==> src/rtl/ustawienie_pkg.sv <==
// Shared types and the index-encoding rule for the bit-set unit.
// Build option: define USTAWIENIE_SIGN_MAG_EN for a sign-magnitude index (default two's complement).
package ustawienie_pkg;

  localparam int unsigned BITS_DEFAULT = 32;

  typedef logic [BITS_DEFAULT-1:0] word_t;

`ifdef USTAWIENIE_SIGN_MAG_EN
  localparam bit SIGN_MAG = 1'b1;
`else
  localparam bit SIGN_MAG = 1'b0;
`endif

  // Sign acceptance only; -0 is legal in sign-magnitude, every set sign bit fails otherwise.
  function automatic logic sign_ok(input logic neg, input logic mag_zero);
    return !neg || (SIGN_MAG && mag_zero);
  endfunction

  function automatic logic idx_valid(input word_t b);
    logic [BITS_DEFAULT-2:0] mag;
    mag = b[BITS_DEFAULT-2:0];
    return sign_ok(b[BITS_DEFAULT-1], mag == '0) &&
           (mag < (BITS_DEFAULT-1)'(BITS_DEFAULT));
  endfunction

endpackage

==> src/rtl/ustawienie_bitu_if.sv <==
// Operand/result bundle of the bit-set unit.
interface ustawienie_bitu_if #(
  parameter int unsigned BITS = 32
);

  logic [BITS-1:0] i_arg_A;
  logic [BITS-1:0] i_arg_B;
  logic [BITS-1:0] o_result;
  logic            o_error;

  modport master (
    output i_arg_A,
    output i_arg_B,
    input  o_result,
    input  o_error
  );

  modport slave (
    input  i_arg_A,
    input  i_arg_B,
    output o_result,
    output o_error
  );

endinterface

==> src/rtl/ustawienie_dekoder.sv <==
// Combinational index decoder: one-hot mask for a valid index, error flag otherwise.
module ustawienie_dekoder
  import ustawienie_pkg::*;
#(
  parameter int unsigned BITS = BITS_DEFAULT
) (
  input  logic [BITS-1:0] i_arg_B,
  output logic [BITS-1:0] o_mask,
  output logic            o_err
);

  // Wide enough to hold both the full magnitude and the value BITS, so no high bit is lost.
  localparam int unsigned W = (BITS > 32) ? BITS + 1 : 33;

  logic [W-1:0] mag;
  logic         neg;
  logic         valid;

  always_comb begin
    neg    = i_arg_B[BITS-1];
    mag    = W'(i_arg_B[BITS-2:0]);
    valid  = sign_ok(neg, mag == '0) && (mag < W'(BITS));
    o_err  = !valid;
    o_mask = '0;
    for (int unsigned i = 0; i < BITS; i++) begin
      o_mask[i] = valid && (mag == W'(i));
    end
  end

endmodule

==> src/rtl/ustawienie_bitu.sv <==
// Registered bit-set unit: result = A with bit B set, or zero with error for a bad index.
// Encoding of B selected by USTAWIENIE_SIGN_MAG_EN (see ustawienie_pkg).
module ustawienie_bitu
  import ustawienie_pkg::*;
#(
  parameter int unsigned BITS = BITS_DEFAULT
) (
  input  logic              i_clk,
  input  logic              i_rst,
  ustawienie_bitu_if.slave  bus
);

  logic [BITS-1:0] mask;
  logic            err;
  logic [BITS-1:0] result_d, result_q;
  logic            error_d, error_q;

  ustawienie_dekoder #(
    .BITS (BITS)
  ) u_dekoder (
    .i_arg_B (bus.i_arg_B),
    .o_mask  (mask),
    .o_err   (err)
  );

  always_comb begin
    result_d = err ? '0 : (bus.i_arg_A | mask);
    error_d  = err;
  end

  always_ff @(posedge i_clk) begin
    if (i_rst) begin
      result_q <= '0;
      error_q  <= 1'b0;
    end else begin
      result_q <= result_d;
      error_q  <= error_d;
    end
  end

  assign bus.o_result = result_q;
  assign bus.o_error  = error_q;

endmodule

==> src/flat_wrapper.sv <==
// flat-port wrapper written by rule: the top's interface ports become plain ports
module ustawienie_bitu_flat import ustawienie_pkg::*;
#(
  parameter int unsigned BITS = BITS_DEFAULT
)
  (i_clk, i_rst, bus_i_arg_A, bus_i_arg_B, bus_o_result, bus_o_error);
  ustawienie_bitu_if #(.BITS(BITS)) bus_i ();
  input  logic i_clk;
  input  logic i_rst;
  input wire logic [$bits(bus_i.i_arg_A)-1:0] bus_i_arg_A;
  input wire logic [$bits(bus_i.i_arg_B)-1:0] bus_i_arg_B;
  output wire logic [$bits(bus_i.o_result)-1:0] bus_o_result;
  output wire logic [$bits(bus_i.o_error)-1:0] bus_o_error;
  assign bus_i.i_arg_A = bus_i_arg_A;
  assign bus_i.i_arg_B = bus_i_arg_B;
  assign bus_o_result = bus_i.o_result;
  assign bus_o_error = bus_i.o_error;
  ustawienie_bitu #(.BITS(BITS)) u_core (.i_clk(i_clk), .i_rst(i_rst), .bus(bus_i));
endmodule
==> config.mk <==
export PLATFORM = sky130hd
export DESIGN_NAME = ustawienie_bitu_flat
export DESIGN_NICKNAME = d
export VERILOG_FILES = /design/src/rtl/ustawienie_pkg.sv /design/src/rtl/ustawienie_bitu_if.sv /design/src/rtl/ustawienie_dekoder.sv /design/src/rtl/ustawienie_bitu.sv /design/src/flat_wrapper.sv
export SDC_FILE = /design/constraint.sdc
export NUM_CORES = 1
export LEC_CHECK = 0
export BUFFER_PORTS_ARGS = -buffer_cell sky130_fd_sc_hd__buf_4
export CELL_PAD_IN_SITES_DETAIL_PLACEMENT = 1
export CELL_PAD_IN_SITES_GLOBAL_PLACEMENT = 2
export CORE_UTILIZATION = 23
export DETAILED_ROUTE_END_ITERATION = 6
export GPL_TIMING_DRIVEN = 0
export PLACE_DENSITY = 0.9
export SYNTH_ARGS = -nofsm -noshare
export SYNTH_HDL_FRONTEND = slang
export SYNTH_HIERARCHICAL = 1
export SYNTH_SLANG_ARGS = --single-unit
==> constraint.sdc <==
create_clock -name i_clk -period 2.5 [get_ports i_clk]
set_input_delay 0.25 -clock i_clk [delete_from_list [all_inputs] [get_ports i_clk]]
set_output_delay 0.25 -clock i_clk [all_outputs]
set_load 0.02 [all_outputs]
# After elaboration in Yosys (flattened, before gate mapping)
# Cells that the tools add are included.
[op_classes]
addsub = 0
mul = 0
div_mod_pow = 0
magnitude_cmp = 1
eq_ne = 31
n_shift = 0
muxes = 0
bitwise_logic = 2
reduce_logical = 37
[ops]
columns = ["cell", "count"]
rows = [
  ["31-bit by 5-bit == test with 1-bit output (second input constant)", 16],
  ["31-bit by 4-bit == test with 1-bit output (second input constant)", 8],
  ["31-bit by 3-bit == test with 1-bit output (second input constant)", 4],
  ["31-bit by 2-bit == test with 1-bit output (second input constant)", 2],
  ["1-bit logical AND", 33],
  ["32-bit OR", 1],
  ["31-bit by 1-bit == test with 1-bit output (second input constant)", 1],
  ["31-bit logical NOT", 1],
  ["31-bit by 6-bit < comparator with 1-bit output (second input constant)", 1],
  ["1-bit logical NOT", 2],
  ["2-bit OR reduction", 1],
  ["1-bit inverter", 1],
]
[word_totals]
reg_bits = 33
latchBits = 0
ram_bits = 0
romBits = 0
output_inout_bits = 33
word_cells = 73
mem_count = 0

# Depth between registers and ports, before layout
[logic_depth]
depth_word = 4
mapped_depth = 6
ltp_nobuf = 5

# Modules after synthesis
# The synthesis kept the hierarchy.
[by_module_without_submodules]
columns = ["mod", "instances", "cells_each", "area_each_um2", "seq_area_each_um2"]
rows = [
  ["ustawienie_bitu", 1, 70, 952.2, 660.6],
  ["ustawienie_dekoder", 1, 61, 395.4, 0.0],
]

# Worst setup path after synthesis
# No wires, ideal clock.
[synth_path]
path_type = "input-to-reg"
from = "input port bus_i_arg_B[20]"
to = "register u_core.result_q[10] (netlist: u_core/bus.o_result[10])"
setup_ps = 58
t_arrival_ps = 1432
required_time_ps = 2442
setup_slack_ps = 1010
stages = 6
path_buffers = 1
cell_sequence = "nor4_1 nand4_1 nand4b_1 nor2_4 buf_6 o21a_1"
[synth_between]
elab_chain_len = 4
elab_cells_between_ends = 7
cone_classes = "order compare (1); eq/ne (1); bitwise (2); reduce/logical (3)"
[synth_rtl]
columns = ["item", "line", "text"]
rows = [
  ["from (decl)", "flat_wrapper.sv:11", "input wire logic [$bits(bus_i.i_arg_B)-1:0] bus_i_arg_B;"],
  ["31-bit by 6-bit < comparator with 1-bit output", "ustawienie_dekoder.sv:22", "valid = sign_ok(neg, mag == '0) && (mag < W'(BITS));"],
  ["1-bit logical AND", "ustawienie_dekoder.sv:22", ""],
  ["1-bit logical AND or 1-bit inverter (tied branches)", "--", ""],
  ["32-bit OR or 2-bit OR reduction (tied branches)", "--", ""],
  ["to (signal assigned)", "ustawienie_bitu.sv:36", "result_q <= result_d;"],
  ["to (decl)", "ustawienie_bitu.sv:15", "logic [BITS-1:0] result_d, result_q;"],
]
# Parallel ways exist; a longest one is shown, timed or not.
# A chain may end at the register's enable or synchronous reset.

# Worst setup path after layout
[layout_path]
from = "input port bus_i_arg_B[27]"
to = "register u_core.result_q[28] (netlist: u_core/bus.o_result[28])"
# Same word-level chain as after synthesis.

==> reports/summary.txt <==
OUTCOME
------------------------------------------------------------------------------------------------------
Outcome                                                                                   complete, no violations

POWER
------------------------------------------------------------------------------------------------------
Clock group share of total power                                                                 0.411
Fraction of power spent switching nets                                                           0.216
P per Cell Area                                                                            476 nW/um^2
Internal portion of total power                                                               0.848 mW
Leak                                                                                          0.977 nW
Flop pwr share                                                                                   0.487
Part of the power in combinational logic                                                         0.102
Worst ir drop on vdd                                                                          0.254 mV
Psw                                                                                           0.234 mW

ROUTE
------------------------------------------------------------------------------------------------------
Routed wirelength normalized by instance count                                                 14.3 um
Total via count in the routed design                                                              1423
Routed wire length                                                                             4410 um
Antenna violation net count after detailed routing                                                   0
Number of iterations in the first detailed-routing pass                                              3
Iteration-0 DRC count of the detailed router                                                        26
Via density per instance                                                                          4.61
DRC violation count after routing                                                                    0

SYNTH
------------------------------------------------------------------------------------------------------
Synthesized area per cell                                                                    10.3 um^2
Number of standard cells after synthesis                                                           131
Count of unique library cells instantiated by Yosys                                                 20
Post-Syn Nets                                                                                      197
Share of the yosys chip area belonging to registers                                              0.490
Netlist area before placement                                                                1350 um^2
Register bit count reported by yosys                                                                33
Number of warning messages in the yosys log                                                          6

CLOCK NETWORK
------------------------------------------------------------------------------------------------------
TritonCTS clock tree                                                                             built
Number of clock sinks seen by CTS                                                                   33
Count of cells resized by post-cts repair                                                            0
Max Buffers Root-to-Sink                                                                             2
CTS H-tree depth                                                                                     2
Clock transition at the register clock pins on the worst setup and hold paths after CTS        0.07 ns
Number of post-CTS setup repair buffers                                                              0
Count of hold-fix buffers inserted at cts                                                            0
Number of buffers created by CTS                                                                     5
Clock root cell                                                                           sky130_fd_sc_hd__clkbuf_8

GLOBAL ROUTE
------------------------------------------------------------------------------------------------------
Gr busiest metal                                                                                  met2
Via count of the first global-routing pass                                                        1516
Antenna violations before repair                                                                     0
Met1 track demand over resource in global routing                                                0.160
Global Route met3 Usage                                                                         0.0535
Wire length of the first global-routing pass                                                   6960 um
GR Overflow Total                                                                                    0
Met2 GRT Util                                                                                    0.267
Total Routing Usage GR                                                                           0.149
Largest net degree at the start of global routing                                                   11

JOB
------------------------------------------------------------------------------------------------------
Max capacitance violation total                                                                      0

TIMING
------------------------------------------------------------------------------------------------------
Upper clock frequency limit                                                                    589 MHz
Count of pins over their slew limit                                                                  0
Unrepaired setup endpoints after global routing                                                     no
Rel. slew slack                                                                                  0.705
Final-report hold violation count                                                                    0
Minimum clock period after layout                                                              1.70 ns
Worst Max-Slew Pin Slew                                                                       0.440 ns
Setup total negative slack                                                                        0 ns
Period utilization                                                                               0.680
Setup-failing EPs final                                                                              0

PLACE
------------------------------------------------------------------------------------------------------
Gp weighted congestion                                                                           0.688
Detailed Place HPWL                                                                            3540 um
IO Port Bufs                                                                                        98

SETUP PATH
------------------------------------------------------------------------------------------------------
Nature of the critical path startpoint                                                       input pin
Kind of critical path                                                                     input pin to flip-flop
Crit end category                                                                            flip-flop
Max FO, Critical Path                                                                               10
Arrival time of the worst setup path                                                           1.93 ns
Required time of the worst setup path                                                          2.73 ns

FLOORPLANNING
------------------------------------------------------------------------------------------------------
Ports                                                                                               99
Area enclosed by the die boundary                                                            6170 um^2
Die Y-Extent                                                                                   78.5 um
Floorplan Core Area                                                                          5570 um^2
Horiz. Die Dim                                                                                 78.5 um
Row cnt                                                                                             27
Initial core utilization                                                                         0.242

WORST HOLD PATH
------------------------------------------------------------------------------------------------------
Kind of path behind the tightest hold check                                               input pin to flip-flop

CELLS AND AREA
------------------------------------------------------------------------------------------------------
Synth-to-layout area growth                                                                      68.8%
Antenna diodes                                                                                       0
Final core occ                                                                                   0.408
Number of nets in the finished design                                                              302
Fraction of layout cells with a size suffix above 1                                              0.502
Fillcell total                                                                                     668

-- logic make-up (layout without fill, tap and decap cells) --
| kind of cell | Yosys count | in the layout | synth area share |
|---|---|---|---|
| AOI/OAI and AO/OA | 32 | 32 | 0.178 |
| and+or+nand+nor | 60 | 60 | 0.298 |
| buffers and inverters | 6 | 112 | 0.0334 |
| DFF | 33 | 33 | 0.490 |
-- state kept, by name (all words and copies together), names as in the netlist --
| name | count |
|---|---|
| u_core/bus.o_result | 32 |
| u_core/bus.o_error | 1 |
-- final timing paths --
kind / from / slack (ns) / cells after the start / end
setup / recovery: bus_i_arg_B[27] / 0.80 / 7 / u_core/bus.o_result[28]
hold / removal: i_rst / 0.15 / 2 / u_core/bus.o_error
-- metrics by stage --
stage          std cells  hold slack [ns]  setup slack, ns  instance area [um^2]  total power [mW]
2_1_floorplan        131            0.322             1.01                  1350             0.556
6_report             309            0.147            0.801                  2270              1.08
3_5_place_dp         301            0.445            0.445                  2170             0.651
3_3_place_gp         301            0.438            0.544                  2170             0.647
5_1_grt              309            0.143            0.656                  2270              1.13
4_1_cts              309            0.140            0.745                  2270              1.10
-- critical path, stage by stage --
cell and delay (ns):
sky130_fd_sc_hd__buf_4 0.11, sky130_fd_sc_hd__nor4_1 0.35, sky130_fd_sc_hd__nand4_1 0.32, sky130_fd_sc_hd__nand4b_1 0.34
sky130_fd_sc_hd__nor2_4 0.25, sky130_fd_sc_hd__buf_6 0.17, sky130_fd_sc_hd__o21a_1 0.13
-- Yosys cell counts (all sizes together) --
| library cell | count | area share |
|---|---|---|
| and2 | 1 | 0.0046 |
| nor3 | 33 | 0.13 |
| or3 | 1 | 0.0046 |
| o21a | 32 | 0.18 |
| nand2 | 1 | 0.0028 |
| dfxtp | 33 | 0.49 |
| nand4b | 1 | 0.0065 |
| nand4 | 5 | 0.042 |
| nand3 | 1 | 0.0037 |
| nor2b | 3 | 0.014 |
| clkbuf | 3 | 0.0084 |
| nand3b | 3 | 0.017 |
| nor2 | 3 | 0.014 |
| nor4 | 6 | 0.050 |
| or3b | 2 | 0.013 |
| buf | 3 | 0.025 |
-- layout make-up --
type / count / area, um^2 / share of cell area
Buffer: 6 / 45.0 / 0.0198
Clock buffer: 7 / 96.3 / 0.0424
Clock inverter: 1 / 5.00 / 0.00220
Multi-Input combinational cell: 92 / 642 / 0.282
Sequential cell: 33 / 661 / 0.290
Tap cell: 72 / 90.1 / 0.0396
Timing Repair Buffer: 98 / 736 / 0.323
-- placed cells by master (no fill, tap or decap), drive strengths merged --
master	netlist	routed
or3	1	1
nand3b	3	3
nand2	1	1
nand4b	1	1
nand3	1	1
clkinv	0	1
clkbuf	3	10
nor2	3	3
buf	3	101
nor4	6	6
nor2b	3	3
and2	1	1
nand4	5	5
dfxtp	33	33
or3b	2	2
o21a	32	32
nor3	33	33
-- layer usage --
| metal | vias to the layer above | share of wire |
|---|---|---|
| met5 | - | 0 |
| met4 | 0 | 0.011 |
| met3 | 5 | 0.084 |
| met2 | 59 | 0.50 |
| met1 | 665 | 0.40 |
| li1 | 694 | - |
-- power groups by stage --
stage	Sequential (mW)	Combinational, mW	Clock (mW)
finish	0.526	0.111	0.444
global route	0.526	0.118	0.488
CTS	0.526	0.112	0.460
detailed placement	0.539	0.112	0
global placement	0.538	0.108	0
floorplan	0.540	0.0166	0
No activity file was read; power rests on OpenSTA's default activity.
